File: src/rtl/booth_pkg.sv
// Shared definitions for the radix-4 Booth multiplier pipeline: digit
// encoding and the 3-bit multiplier-window recode function.
package booth_pkg;

  // Each Booth digit retires this many multiplier bits.
  localparam int BOOTH_RADIX_BITS = 2;

  typedef enum logic [2:0] {
    BD_ZERO = 3'd0,
    BD_POS1 = 3'd1,
    BD_POS2 = 3'd2,
    BD_NEG1 = 3'd3,
    BD_NEG2 = 3'd4
  } booth_digit_e;

  // Window is {b[2i+1], b[2i], b[2i-1]}; the bit below b[0] is an implicit 0.
  function automatic booth_digit_e booth_recode(input logic [2:0] bits);
    booth_digit_e d;
    d = BD_ZERO;
    case (bits)
      3'b000, 3'b111: d = BD_ZERO;
      3'b001, 3'b010: d = BD_POS1;
      3'b011:         d = BD_POS2;
      3'b100:         d = BD_NEG2;
      3'b101, 3'b110: d = BD_NEG1;
      default:        d = BD_ZERO;
    endcase
    return d;
  endfunction

endpackage

File: src/rtl/booth_mult_pipe_stage.sv
// One Booth digit step: recode the low multiplier window, add digit*a to
// the partial product, then arithmetic-shift {partial, multiplier} right by 2.
// Module name booth_stage; the file sits beside the top it serves.
module booth_stage
  import booth_pkg::*;
#(
  parameter int WIDTH = 32
) (
  input  logic                    clk,
  input  logic                    rst,
  input  logic                    en,
  input  logic                    vld_in,
  input  logic                    smode_in,
  input  logic [WIDTH-1:0]        a_in,
  input  logic signed [WIDTH+3:0] acc_in,
  input  logic [WIDTH+1:0]        mq_in,
  input  logic                    prev_in,
  output logic                    vld_out,
  output logic                    smode_out,
  output logic [WIDTH-1:0]        a_out,
  output logic signed [WIDTH+3:0] acc_out,
  output logic [WIDTH+1:0]        mq_out,
  output logic                    prev_out
);

  // EW: extended operand width. AW: partial-product width with headroom for
  // acc + 2*a without overflow.
  localparam int EW = WIDTH + 2;
  localparam int AW = EW + 2;

  booth_digit_e         digit;
  logic signed [AW-1:0] a_x;
  logic signed [AW-1:0] term;
  logic signed [AW-1:0] sum;

  // Recode the window, form digit*a (negatives as full-width two's complement) and accumulate
  always_comb begin
    digit = booth_recode({mq_in[1:0], prev_in});
    a_x   = {{(AW-WIDTH){smode_in & a_in[WIDTH-1]}}, a_in};
    term  = '0;
    case (digit)
      BD_ZERO: term = '0;
      BD_POS1: term = a_x;
      BD_POS2: term = a_x <<< 1;
      BD_NEG1: term = -a_x;
      BD_NEG2: term = -(a_x <<< 1);
      default: term = '0;
    endcase
    sum = acc_in + term;
  end

  // Stage valid bit: cleared asynchronously, holds while the pipe is stalled
  always_ff @(posedge clk or posedge rst) begin
    if (rst) begin
      vld_out <= 1'b0;
    end else if (en) begin
      vld_out <= vld_in;
    end
  end

  // Stage data: shifted partial product, remaining multiplier and carried operand
  always_ff @(posedge clk) begin
    if (en) begin
      smode_out <= smode_in;
      a_out     <= a_in;
      acc_out   <= sum >>> 2;
      mq_out    <= {sum[1:0], mq_in[EW-1:2]};
      prev_out  <= mq_in[1];
    end
  end

endmodule

File: src/rtl/booth_mult_pipe.sv
// Pipelined radix-4 Booth multiplier, signed or unsigned per operation.
// Operand capture stage, one stage per Booth digit, then an output register.
// The whole pipe advances together; a stalled output freezes every stage.
module booth_mult_pipe
  import booth_pkg::*;
#(
  parameter int WIDTH  = 32,
  parameter int PROD_W = 2 * WIDTH
) (
  input  logic              clk,
  input  logic              rst,
  input  logic              in_valid,
  output logic              in_ready,
  input  logic              signed_mode,
  input  logic [WIDTH-1:0]  a,
  input  logic [WIDTH-1:0]  b,
  output logic              out_valid,
  input  logic              out_ready,
  output logic [PROD_W-1:0] product,
  output logic              busy
);

  localparam int D  = WIDTH / BOOTH_RADIX_BITS + 1;
  localparam int EW = WIDTH + 2;
  localparam int AW = EW + 2;

  logic advance;

  logic             vld_p0;
  logic             smode_p0;
  logic [WIDTH-1:0] a_p0;
  logic [EW-1:0]    b_p0;

  // Index 0 is the operand capture stage; index k is the output of digit stage k.
  logic [D:0]           vld_p;
  logic                 smode_p [D+1];
  logic [WIDTH-1:0]     a_p     [D+1];
  logic signed [AW-1:0] acc_p   [D+1];
  logic [EW-1:0]        mq_p    [D+1];
  logic                 prev_p  [D+1];

  assign advance  = !out_valid | out_ready;
  assign in_ready = advance;
  assign busy     = (|vld_p) | out_valid;

  // Operand capture valid: a bubble enters as invalid on any advancing edge
  always_ff @(posedge clk or posedge rst) begin
    if (rst) begin
      vld_p0 <= 1'b0;
    end else if (advance) begin
      vld_p0 <= in_valid;
    end
  end

  // Operand capture data: multiplier extended here, multiplicand extended per stage
  always_ff @(posedge clk) begin
    if (advance) begin
      smode_p0 <= signed_mode;
      a_p0     <= a;
      b_p0     <= {{2{signed_mode & b[WIDTH-1]}}, b};
    end
  end

  assign vld_p[0]   = vld_p0;
  assign smode_p[0] = smode_p0;
  assign a_p[0]     = a_p0;
  assign acc_p[0]   = '0;
  assign mq_p[0]    = b_p0;
  assign prev_p[0]  = 1'b0;

  for (genvar k = 1; k <= D; k++) begin : g_stage
    booth_stage #(
      .WIDTH (WIDTH)
    ) u_stage (
      .clk       (clk),
      .rst       (rst),
      .en        (advance),
      .vld_in    (vld_p[k-1]),
      .smode_in  (smode_p[k-1]),
      .a_in      (a_p[k-1]),
      .acc_in    (acc_p[k-1]),
      .mq_in     (mq_p[k-1]),
      .prev_in   (prev_p[k-1]),
      .vld_out   (vld_p[k]),
      .smode_out (smode_p[k]),
      .a_out     (a_p[k]),
      .acc_out   (acc_p[k]),
      .mq_out    (mq_p[k]),
      .prev_out  (prev_p[k])
    );
  end

  // Output register: low PROD_W bits of {partial, shifted-in product bits}
  always_ff @(posedge clk or posedge rst) begin
    if (rst) begin
      out_valid <= 1'b0;
      product   <= '0;
    end else if (advance) begin
      out_valid <= vld_p[D];
      if (vld_p[D]) begin
        product <= {acc_p[D][PROD_W-EW-1:0], mq_p[D]};
      end
    end
  end

endmodule

File: config.mk
export PLATFORM = sky130hd
export DESIGN_NAME = booth_mult_pipe
export DESIGN_NICKNAME = d
export VERILOG_FILES = /design/src/rtl/booth_pkg.sv /design/src/rtl/booth_mult_pipe_stage.sv /design/src/rtl/booth_mult_pipe.sv
export SDC_FILE = /design/constraint.sdc
export NUM_CORES = 2
export LEC_CHECK = 0
export CAP_MARGIN = 0
export CORE_MARGIN = 2
export CORE_UTILIZATION = 46
export CTS_CLUSTER_SIZE = 10
export DETAILED_ROUTE_END_ITERATION = 6
export HOLD_SLACK_MARGIN = 0.15
export PLACE_DENSITY = 0.71
export SKIP_LAST_GASP = 1
export SYNTH_ARGS = -nofsm -noshare
export SYNTH_HDL_FRONTEND = slang
export SYNTH_SLANG_ARGS = --single-unit
File: constraint.sdc
create_clock -name clk -period 82.7 [get_ports clk]
set_input_delay 12.405 -clock clk [delete_from_list [all_inputs] [get_ports clk]]
set_output_delay 12.405 -clock clk [all_outputs]
set_load 0.02 [all_outputs]
==> results.py <==
metrics = {
    "timing": {
        "setup_slack_ps": 55530,
        "max_slew.worst_pin.slew_ps": 1210,
        "fmax_mhz": 36.8,
        "timing.hold.ws_ps": 392,
        "slew_violations": 0,
        "timing.final.crit_period_ps": 27170,
        "fin_skew_ps": 67.1,
        "rsz0062_at_grt": "no",
        "max-slew-margin-rel_pct": 19.6,
        "layout_worst_path_cycle_share_pct": 32.9,
        "final.setup.tns_ps": 0,
        "timing.final.setup_violations": 0,
        "hold_violations_final": 0,
    },
    "placed_design": {
        "post-place-ws_ps": 55390,
        "hpwl_um": 203000,
        "port_buffers": 135,
        "dpl.cell_count": 13499,
        "gp_congestion": 0.951,
    },
    "synth": {
        "net_count_after_synthesis": 11212,
        "synth-warning-count": 0,
        "yosys.area.top_type_share_pct": 47.2,
        "post_synthesis_sequential_area_ratio_pct": 50.0,
        "ys_dominant_reg_cell": "sky130_fd_sc_hd__edfxtp_1",
        "avg_inst_size_synth_um2": 10.5,
        "synth_edf_count": 1743,
        "synth_area_um2": 111000,
        "yosys_top_cell_by_area": "sky130_fd_sc_hd__edfxtp_1",
        "async_reset_ff_share_pct": 4.42,
        "yosys_register_bits": 1876,
        "synth.lib_cells_used.distinct": 96,
        "dominant_cell_by_count_in_the_synthesized_netlist": "sky130_fd_sc_hd__edfxtp_1",
        "postSynthCellCount": 10536,
        "ys_top_cells_by_count": "sky130_fd_sc_hd__edfxtp_1, sky130_fd_sc_hd__nand2_1, sky130_fd_sc_hd__nor2_1",
        "post_synth_main_area_contributors": "sky130_fd_sc_hd__edfxtp_1, sky130_fd_sc_hd__ha_1, sky130_fd_sc_hd__xor2_1, sky130_fd_sc_hd__xnor2_1, sky130_fd_sc_hd__nand2_1",
    },
    "layout": {
        "areaGrowthSynthToFinish_pct": 9.91,
        "nFillCells": 21173,
        "layout.cells.non_filler": 13874,
        "seq_area_um2": 55400,
        "multi_input_comb_area_um2": 52800,
        "drive_above_1_share_pct": 5.39,
        "design.final.nets": 11208,
    },
    "clocking": {
        "cts-resized-gates": 0,
        "clock_sink_count": 1876,
        "root_buffer": "sky130_fd_sc_hd__clkbuf_16",
        "postCtsSetupBuffers": 0,
        "cts_hold_buf": 0,
        "cts_inserted_buffers": 216,
        "htree_levels": 4,
        "worstSkewPairLatency_ps": 860,
        "cts_tree": "done",
        "clock_tree.buffer_depth": 3,
        "cts.reportedPaths.clkPinSlew_ps": 60,
    },
    "grt": {
        "met2_usage_pct": 36.3,
        "grt_max_degree": 179,
        "number_of_global_route_vias_before_repair": 77939,
        "grt_use_total_pct": 21.9,
        "overflow": 0,
        "grt_first_pass_wirelength_um": 434000,
        "grt_util_met1_pct": 29.5,
        "grt_use_met3_pct": 3.28,
        "gr-max-usage-layer": "met2",
        "antenna_violations_before_repair": 12,
    },
    "drt": {
        "detailedRoute.firstIterationViolations": 9420,
        "vias": 83818,
        "drt_pre_antenna_iters": 7,
        "drt-vias-per-instance": 6.04,
        "remaining_drc_errors": 0,
        "wl_per_cell_um": 20.0,
        "drt_wl_total_um": 277000,
        "final_antenna_net_count": 0,
    },
    "critical_path": {
        "setup.worst_path.end_class": "primary output",
        "crit_top_cell": "sky130_fd_sc_hd__clkdlybuf4s50_1",
        "worstPathBufferInverterCount": 4,
        "worst-endpoint-arrival_ps": 14770,
        "timing.critical_path.slowest_cell_delay_ps": 650,
        "setup.worst_path.start_class": "primary input",
        "criticalPathCategory": "in2out",
        "worstSetupStartpoint": "out_ready",
        "worst-path-max-fanout": 58,
        "worst-endpoint-required_ps": 70300,
        "crit_family": "buffers and inverters",
        "worst_r2r_startpoint": "g_stage[9].u_stage.a_out[0]$_DFFE_PN_",
        "path_cells": "clkdlybuf4s50_1 -> nor2b_4 -> buf_4 -> inv_8 -> clkdlybuf4s50_1",
        "cpMaxStageDelayCell": "sky130_fd_sc_hd__clkdlybuf4s50_1",
    },
    "outcome": {
        "run_status": "completed",
    },
    "run": {
        "cap_viol_max_count": 0,
    },
    "floorplan": {
        "rows": 180,
        "design.core.area_um2": 240000,
        "die_height_um": 495,
        "starting_density_pct": 46.2,
        "pin_count": 136,
        "die_area_um2": 245000,
        "die_boundary_width_um": 495,
    },
    "min_path": {
        "worst_hold_startpoint": "g_stage[14].u_stage.mq_out[30]$_DFFE_PN_",
        "holdCritPathClass": "reg2reg",
    },
}
layout make-up:
class                      instances  share of cell area, %
timing repair buffer             236                   1.76
clock buffer                     340                   4.91
tap                             3185                   3.27
antenna                            1                0.00205
sequential                      1876                   45.5
multi-input combinational       7937                   43.3
inverter                         265                  0.824
clock inverter                    34                  0.475
stage by stage:
stage	util (%)	area (um^2)
3_5_place_dp	48.0	115000
5_1_grt	50.8	122000
3_3_place_gp	48.0	115000
6_report	50.8	122000
2_1_floorplan	-	111000
4_1_cts	50.8	122000
metal layers:
layer  vias up  share of wire [%]
met5         -              0.022
met4        12                3.0
met3       533                6.8
met2      3169                 48
met1     40527                 43
li1      39577                  -
placed cells by master (no fill, tap or decap), types with 360 or more instances in the layout:
| cell | instances |
|---|---|
| sky130_fd_sc_hd__nand2_1 | 979 |
| sky130_fd_sc_hd__edfxtp_1 | 1743 |
| sky130_fd_sc_hd__a21oi_1 | 618 |
| sky130_fd_sc_hd__xor2_1 | 612 |
| sky130_fd_sc_hd__nor2_1 | 754 |
| sky130_fd_sc_hd__ha_1 | 591 |
| sky130_fd_sc_hd__o21ai_0 | 656 |
| sky130_fd_sc_hd__xnor2_1 | 462 |
| sky130_fd_sc_hd__a22oi_1 | 360 |
| sky130_fd_sc_hd__o22ai_1 | 482 |
kinds of logic after synthesis:
group,Yosys count,share of synthesized area (%)
AOI/OAI and AO/OA,3039,17.4
xor gates and xnor gates,1075,8.50
adders and majority gates,607,6.96
buffers and inverters,723,2.47
DFF,1876,50.0
muxes,129,1.26
and+or+nand+nor,3087,13.4
final timing paths:
| check | end | depth (start not counted) | slack [ps] |
|---|---|---|---|
| max | in_ready | 5 | 55530 |
| min | g_stage[15].u_stage.mq_out[28]$_DFFE_PN_ | 0 | 390 |
| max reg2reg | g_stage[10].u_stage.acc_out[31]$_DFFE_PN_ | 23 | 75960 |
| min reg2reg | g_stage[15].u_stage.mq_out[28]$_DFFE_PN_ | 0 | 390 |
| max in group asynchronous | product[22]$_DFFE_PP0P_ | 3 | 69520 |
| min in group asynchronous | product[18]$_DFFE_PP0P_ | 2 | 11980 |
sequential cells by signal, indices dropped and copies added, names as in the netlist:
signal	flops
g_stage.u_stage.acc_out	572
g_stage.u_stage.mq_out	562
g_stage.u_stage.a_out	512
product	64
g_stage.u_stage.digit	50
b_p0	33
a_p0	32
g_stage.u_stage.vld_out	17
g_stage.u_stage.prev_out	16
g_stage.u_stage.smode_out	15
out_valid	1
smode_p0	1
vld_p0	1
Power is left out: the tool's default activity adds up to more than one toggle a clock period on the data nets, which glitch-free logic cannot reach.
